===== config.mk =====
export PLATFORM = sky130hd
export DESIGN_NAME = seg7_scan
export DESIGN_NICKNAME = d
export VERILOG_FILES = /design/src/rtl/seg7_scan.sv
export SDC_FILE = /design/constraint.sdc
export NUM_CORES = 1
export LEC_CHECK = 0
export ABC_AREA = 1
export CORE_ASPECT_RATIO = 1.2
export CORE_MARGIN = 1.5
export CORE_UTILIZATION = 50
export CTS_CLUSTER_SIZE = 40
export DETAILED_ROUTE_END_ITERATION = 10
export PLACE_DENSITY = 0.86
export SYNTH_ARGS = -nofsm -noshare
export SYNTH_HDL_FRONTEND = slang
export SYNTH_SLANG_ARGS = --single-unit

===== constraint.sdc =====
create_clock -name i_clk -period 1.6 [get_ports i_clk]
set_input_delay 0.32 -clock i_clk [delete_from_list [all_inputs] [get_ports i_clk]]
set_output_delay 0.32 -clock i_clk [all_outputs]
set_load 0.02 [all_outputs]

===== src/rtl/seg7_scan.sv =====
// Purpose : 4-digit common-anode 7-segment scanner fed by a valid/ready value+dp stream.
// Latency : o_dig/o_seg follow the scan index and display register by one clock;
//           an accepted value becomes visible at the next frame boundary.
// Backpressure: one-entry pending buffer; o_ready is low while it holds a value,
//           and it frees up on the cycle after the frame-boundary commit.
// Ports: i_clk/i_rst (sync, active-high), i_valid/o_ready handshake, i_bcd (16b, nibble n = digit n),
//        i_dp (4b), o_seg (active-low {dp,g..a}), o_dig (active-low one-hot), o_frame (boundary pulse).
module seg7_scan #(
  parameter int SCAN_WAIT = 10000,
  parameter int BITS      = 14,
  parameter int BLANK_LZ  = 1
) (
  input  logic        i_clk,
  input  logic        i_rst,
  input  logic        i_valid,
  output logic        o_ready,
  input  logic [15:0] i_bcd,
  input  logic [3:0]  i_dp,
  output logic [7:0]  o_seg,
  output logic [3:0]  o_dig,
  output logic        o_frame
);

  localparam logic [BITS-1:0] LP_TC = BITS'(SCAN_WAIT - 1);

  logic [BITS-1:0] r_pre;
  logic [1:0]      r_idx;
  logic [15:0]     r_disp_bcd;
  logic [3:0]      r_disp_dp;
  logic [15:0]     r_pend_bcd;
  logic [3:0]      r_pend_dp;
  logic            r_pend_full;
  logic [7:0]      r_seg;
  logic [3:0]      r_dig;

  logic            w_tick;
  logic            w_frame;
  logic [3:0]      w_nib;
  logic [3:0]      w_lz;
  logic            w_blank;

  // Active-low glyphs for segments g..a; the dp bit is added separately.
  function automatic logic [6:0] f_glyph(input logic [3:0] n);
    case (n)
      4'h0: f_glyph = 7'h40;
      4'h1: f_glyph = 7'h79;
      4'h2: f_glyph = 7'h24;
      4'h3: f_glyph = 7'h30;
      4'h4: f_glyph = 7'h19;
      4'h5: f_glyph = 7'h12;
      4'h6: f_glyph = 7'h02;
      4'h7: f_glyph = 7'h78;
      4'h8: f_glyph = 7'h00;
      4'h9: f_glyph = 7'h10;
      4'hA: f_glyph = 7'h08;
      4'hB: f_glyph = 7'h03;
      4'hC: f_glyph = 7'h46;
      4'hD: f_glyph = 7'h21;
      4'hE: f_glyph = 7'h06;
      default: f_glyph = 7'h0E;
    endcase
  endfunction

  assign w_tick  = (r_pre == LP_TC);
  // Gated with reset so a boundary pulse can never escape while the block is being cleared.
  assign w_frame = w_tick && (r_idx == 2'd3) && !i_rst;

  assign w_nib = r_disp_bcd[{r_idx, 2'b00} +: 4];

  // w_lz[n]: nibble n and every higher nibble are zero; digit 0 is never blanked.
  assign w_lz[3] = (r_disp_bcd[15:12] == 4'h0);
  assign w_lz[2] = w_lz[3] && (r_disp_bcd[11:8] == 4'h0);
  assign w_lz[1] = w_lz[2] && (r_disp_bcd[7:4]  == 4'h0);
  assign w_lz[0] = 1'b0;
  assign w_blank = (BLANK_LZ != 0) && w_lz[r_idx];

  always_ff @(posedge i_clk) begin
    if (i_rst) begin
      r_pre       <= '0;
      r_idx       <= 2'd0;
      r_disp_bcd  <= 16'h0000;
      r_disp_dp   <= 4'h0;
      r_pend_bcd  <= 16'h0000;
      r_pend_dp   <= 4'h0;
      r_pend_full <= 1'b0;
      r_seg       <= 8'hFF;
      r_dig       <= 4'hF;
    end else begin
      r_pre <= w_tick ? '0 : r_pre + 1'b1;
      if (w_tick) begin
        r_idx <= r_idx + 2'd1;
      end

      // Commit only at the frame boundary so a frame never mixes two values.
      // With pending empty at the boundary, a same-cycle offer fills pending instead.
      if (w_frame && r_pend_full) begin
        r_disp_bcd  <= r_pend_bcd;
        r_disp_dp   <= r_pend_dp;
        r_pend_full <= 1'b0;
      end else if (i_valid && !r_pend_full) begin
        r_pend_bcd  <= i_bcd;
        r_pend_dp   <= i_dp;
        r_pend_full <= 1'b1;
      end

      // Digit select and segments switch on the same edge: no two-digit ghost cycle.
      r_dig <= ~(4'b0001 << r_idx);
      r_seg <= {~r_disp_dp[r_idx], (w_blank ? 7'h7F : f_glyph(w_nib))};
    end
  end

  assign o_ready = !r_pend_full;
  assign o_seg   = r_seg;
  assign o_dig   = r_dig;
  assign o_frame = w_frame;

endmodule


== After elaboration in Yosys (flattened, before gate mapping) ==
Memories as Yosys holds them, arrays and structs flattened. A register that Yosys moved wholly into a read port is not among the register bits.
Index checks and enable logic that the tools add are counted.
Operators by class
  order comparisons: 1
  reductions and logical operators: 15
  bitwise operators: 3
  add/sub/neg operators: 2
  equality and inequality tests: 2
  mux-type cells: 4
  shift-type cells: 2
Operators by type and width (count)
  $shiftx A16 B5 Y4: 1
  $add A14 B1 Y14 const B: 1
  $eq A14 B14 Y1 const B: 1
  $logic_not A4 Y1: 3
  $logic_and A1 B1 Y1: 6
  $reduce_or A2 Y1: 3
  $bmux W1 S2: 2
  $not A4 Y4: 1
  $shl A1 B2 Y4 const A: 1
  $lt A2 B3 Y1 const B: 1
  $add A2 B1 Y2 const B: 1
  $eq A2 B2 Y1 const B: 1
  $logic_not A1 Y1: 2
  $mux W1: 2
  $not A1 Y1: 2
  $reduce_and A2 Y1: 1
Word-level totals
  output and inout bits: 14
  flip-flop bits (word level): 62
  memory bits (read-only): 112
  memories: 1
Memories
  (no name shown): depth 16, width 7, rd ports 1, clocked after Yosys merged registers in 1, wr ports 0, RTL line 44  | case (n)

== Logic depth before layout (Yosys ltp) ==
  depth after elaboration: 6
  mapped depth: 10

== Least setup slack after synthesis ==
No wires, ideal clock.
  path kind: reg2out
  start point: register r_idx[0]
  end point: output port o_frame
  stages on the path, launching flop included: 7
  data arrival time: 1.486 ns
  slack: -0.206 ns
  path through: dfxtp_1 -> ha_1 -> inv_1 -> nor2_1 -> clkbuf_1 -> inv_1 -> nor2_1
On the way
  longest elaborated chain between the ends: 3
RTL lines
  start: declaration: RTL line 27  | logic [1:0] r_idx;
  start signal: assignment: RTL line 91  | r_idx <= r_idx + 2'd1;
  $eq A2 B2 Y1: RTL line 66  | assign w_frame = w_tick && (r_idx == 2'd3) && !i_rst;
  $logic_and A1 B1 Y1 (2 in series): RTL line 66
  end: declaration: RTL line 21  | output logic o_frame
No other way between the ends.

== Worst setup path in the final report ==
  start point: register r_idx[1]
  end point: output port o_frame
Same word-level chain as after synthesis.

==> impl_metrics.toml <==
[outcome]
status = "finished, violations left"
violations = "setup timing"

[critical_path]
cp.arrival_ps = 1490
end_kind = "primary output"
r2r_cells = 12
slowest_delay_ps = 370
crit_fanout = 2
path_cells = "ha_1, inv_1, nor2_1, inv_1, nor2_4, buf_6"
cp.depth = 6
cp_data_required_time_ps = 1280
cp_common_cell = "inv_1"
cp-start-kind = "flip-flop"
crit_buf_inv = 3
critical-path-slowest-cell = "dfxtp_1"
crit_family = "flip-flops"
critical_path_class = "reg -> out"

[global_route]
grt_max_degree = 46
grt_pass1_vias = 3080
use_met3 = 0.0623
antenna_found_initial = 0
busiest_layer = "met2"
grt_overflow = 0
gr-usage-met1 = 0.265
grt_pass1_wl_um = 13200
grtUsageTotal = 0.234
use_met2 = 0.405

[yosys]
seq_area_frac_synth = 0.427
yosysWarningCount = 0
syn_avg_cell_area_um2 = 6.92
synthCells = 468
syn_nets = 502
synth_area_leader_cell = "dfxtp_1"
netlist_area_mm2 = 0.00324
netlist_top_cells_area = "dfxtp_1 43%, nand2_1 12%, inv_1 9.4%, nor2_1 5.6%, nand3_1 4.8%"
synth.top_cell.area_share = 0.427
ys_seq_elements = 69
synth.distinct_cells = 24

[timing]
fmax_mhz = 552
slew_viol_final = 0
setup-violations-final = 25
hold_slack_ps = 454
rsz0062_at_grt = "true"
fin_crit_sh = 1.13
post-route-min-period_ps = 1810
tightest_slew_ps = 429
slew_headroom = 0.712
fin_skew_ps = 7.35
setup_ws_ps = -210
finalHoldViolCount = 0

[floorplan]
fp.dieArea_mm2 = 0.00697
die_h_um = 91.2
coreArea_mm2 = 0.00613
chipWidth_um = 76.5
row_count = 31
num_io_pins = 37
initial_utilization = 0.528

[job]
max_cap_violations = 0

[pwr]
power.share.clock = 0.481
pwr-share-comb = 0.073
p_leak_nw = 2.05
p_sw_w = 0.000905
vdd_drop_max_mv = 0.812
intPower_w = 0.00312
powerDensity_mw_per_mm2 = 886
pwr-share-seq = 0.446
swShare = 0.225

[detailed_routing]
drtIter0Drc = 338
dr.pass1.iters = 6
wl_per_cell_um = 14.5
wl_um = 9180
num_vias = 3425
vias_per_cell = 5.40
antenna_left = 0
drcViolationCount = 0

[cells_and_area]
nNetsFinal = 581
fillCellCount = 443
drive_gt1_frac = 0.194
finish.instance_area_mm2 = 0.00454
antenna_cells = 0
final_util = 0.742
area_delta_synth_final_pct = 40.3
fin_cells = 634

[clock_network]
clkLatencyLatePin_ps = 360
cts_hold_buf = 0
clkSinkCount = 69
clk_pin_slew_ps = 80
cts_root_buf = "clkbuf_8"
cts_tree = "built"
h-tree-depth = 3
cts_buffers = 9
clockBufferDepth = 2

[place]
portBuffers = 36
placed_cell_area_mm2 = 0.00396
gp_congestion = 0.927
pre_cts_ws_ps = -484
dp_hpwl_um = 4850
dp_cells = 604

[worst_hold_path]
holdCritPathClass = "reg -> reg"
hold_depth = 2
==> power by group through the flow <==
stage	clock, W	sequential (W)	combinational, W
after floorplan	0	0.00184	0.000132
after global placement	0	0.00183	0.000265
after detailed placement	0	0.00183	0.000274
after CTS	0.00191	0.00180	0.000288
after global routing	0.00202	0.00180	0.000325
final	0.00194	0.00180	0.000294
==> cells by family (layout without fill, tap and decap cells) <==
logic type	count (synthesis)	count (layout)	synth area share
buf+inv	104	188	0.127
xor+xnor	5	5	0.0135
fa+ha+maj	11	11	0.0425
flops	69	69	0.427
compound gates	58	58	0.0904
simple gates	221	221	0.300
==> state kept, by name, indices dropped and copies added, names as in the netlist <==
register,flops
r_disp_bcd,16
r_pend_bcd,16
r_pre,14
o_seg,8
o_dig,4
r_disp_dp,4
r_pend_dp,4
r_idx,2
r_pend_full,1
==> Yosys cell counts <==
cell and number:
a21oi_1 28, buf_1 3, buf_2 4, buf_6 2, clkbuf_1 10, clkbuf_2 1
dfxtp_1 69, ha_1 11, inv_1 81, inv_2 3, nand2_1 104, nand2_2 2
nand3_1 31, nand3_2 1, nand4_1 23, nor2_1 48, nor2_4 2, nor3_1 7
nor3b_1 2, o21ai_0 29, o31ai_1 1, or2_2 1, xnor2_1 1, xor2_1 4
==> layout by cell type (no fill, tap or decap), types with 2 or more instances in the layout <==
master	n
o21ai_0	29
ha_4	3
a21oi_1	27
clkbuf_8	9
nor2_1	43
nand3_2	2
buf_4	39
nand2_1	97
nor3b_1	2
bufinv_16	4
inv_4	2
dfxtp_1	66
dfxtp_2	3
inv_1	76
xor2_1	4
dlymetal6s2s_1	8
dlygate4sd2_1	2
nand3_1	29
inv_2	6
clkinv_4	2
ha_2	3
clkbuf_16	2
nor2_2	3
nand2_2	6
ha_1	5
nor2_4	4
clkdlybuf4s50_1	25
nand2_4	3
nor3_1	7
nand4_1	23
buf_6	5
buf_12	5
==> per-stage QoR <==
| stage | setup TNS, ps | total power [W] |
|---|---|---|
| 2_1_floorplan | 0 | 0.00198 |
| 3_3_place_gp | -3830 | 0.00209 |
| 3_5_place_dp | -3960 | 0.00211 |
| 6_report | -2620 | 0.00403 |
| 5_1_grt | -5170 | 0.00415 |
| 4_1_cts | -199 | 0.00400 |
==> worst paths after layout <==
check	startpoint	endpoint	slack, ps
worst max-delay path	r_idx[1]	o_frame	-210
worst min-delay path	r_pend_dp[1]	r_pend_dp[1]	450
worst max register to register	r_pre[1]	r_disp_bcd[5]	-170
worst min register to register	r_pend_dp[1]	r_pend_dp[1]	450
==> final cells by class <==
cell class / instances / area, um2 / share of cell area
Multi-Input combinational cell: 295 / 1570 / 0.345
Sequential cell: 69 / 1390 / 0.305
Timing Repair Buffer: 88 / 900 / 0.198
Inverter: 84 / 320 / 0.0705
Clock inverter: 7 / 146 / 0.0322
Clock buffer: 9 / 124 / 0.0273
Tap cell: 82 / 103 / 0.0226
==> worst min-delay path, stage by stage (launching register included) <==
cell	delay, ps
dfxtp_1	300
inv_1	60
a21oi_1	50
==> per-layer routing <==
| layer | vias to the layer above | routed length, um |
|---|---|---|
| met5 | - | 0 |
| met1 | 1556 | 3610 |
| met3 | 52 | 597 |
| met2 | 198 | 4600 |
| met4 | 0 | 370 |
| li1 | 1619 | - |
==> timing repair <==
action | CTS | global route
gates cloned | 1 | 4
endpoints found under the hold margin | 0 | 0
resized for setup | 20 | 37
pin swaps | 1 | 21
buffers inserted | 2 | 9
setup endpoints to repair | 15 | 52
(Power assumes the default switching activity.)
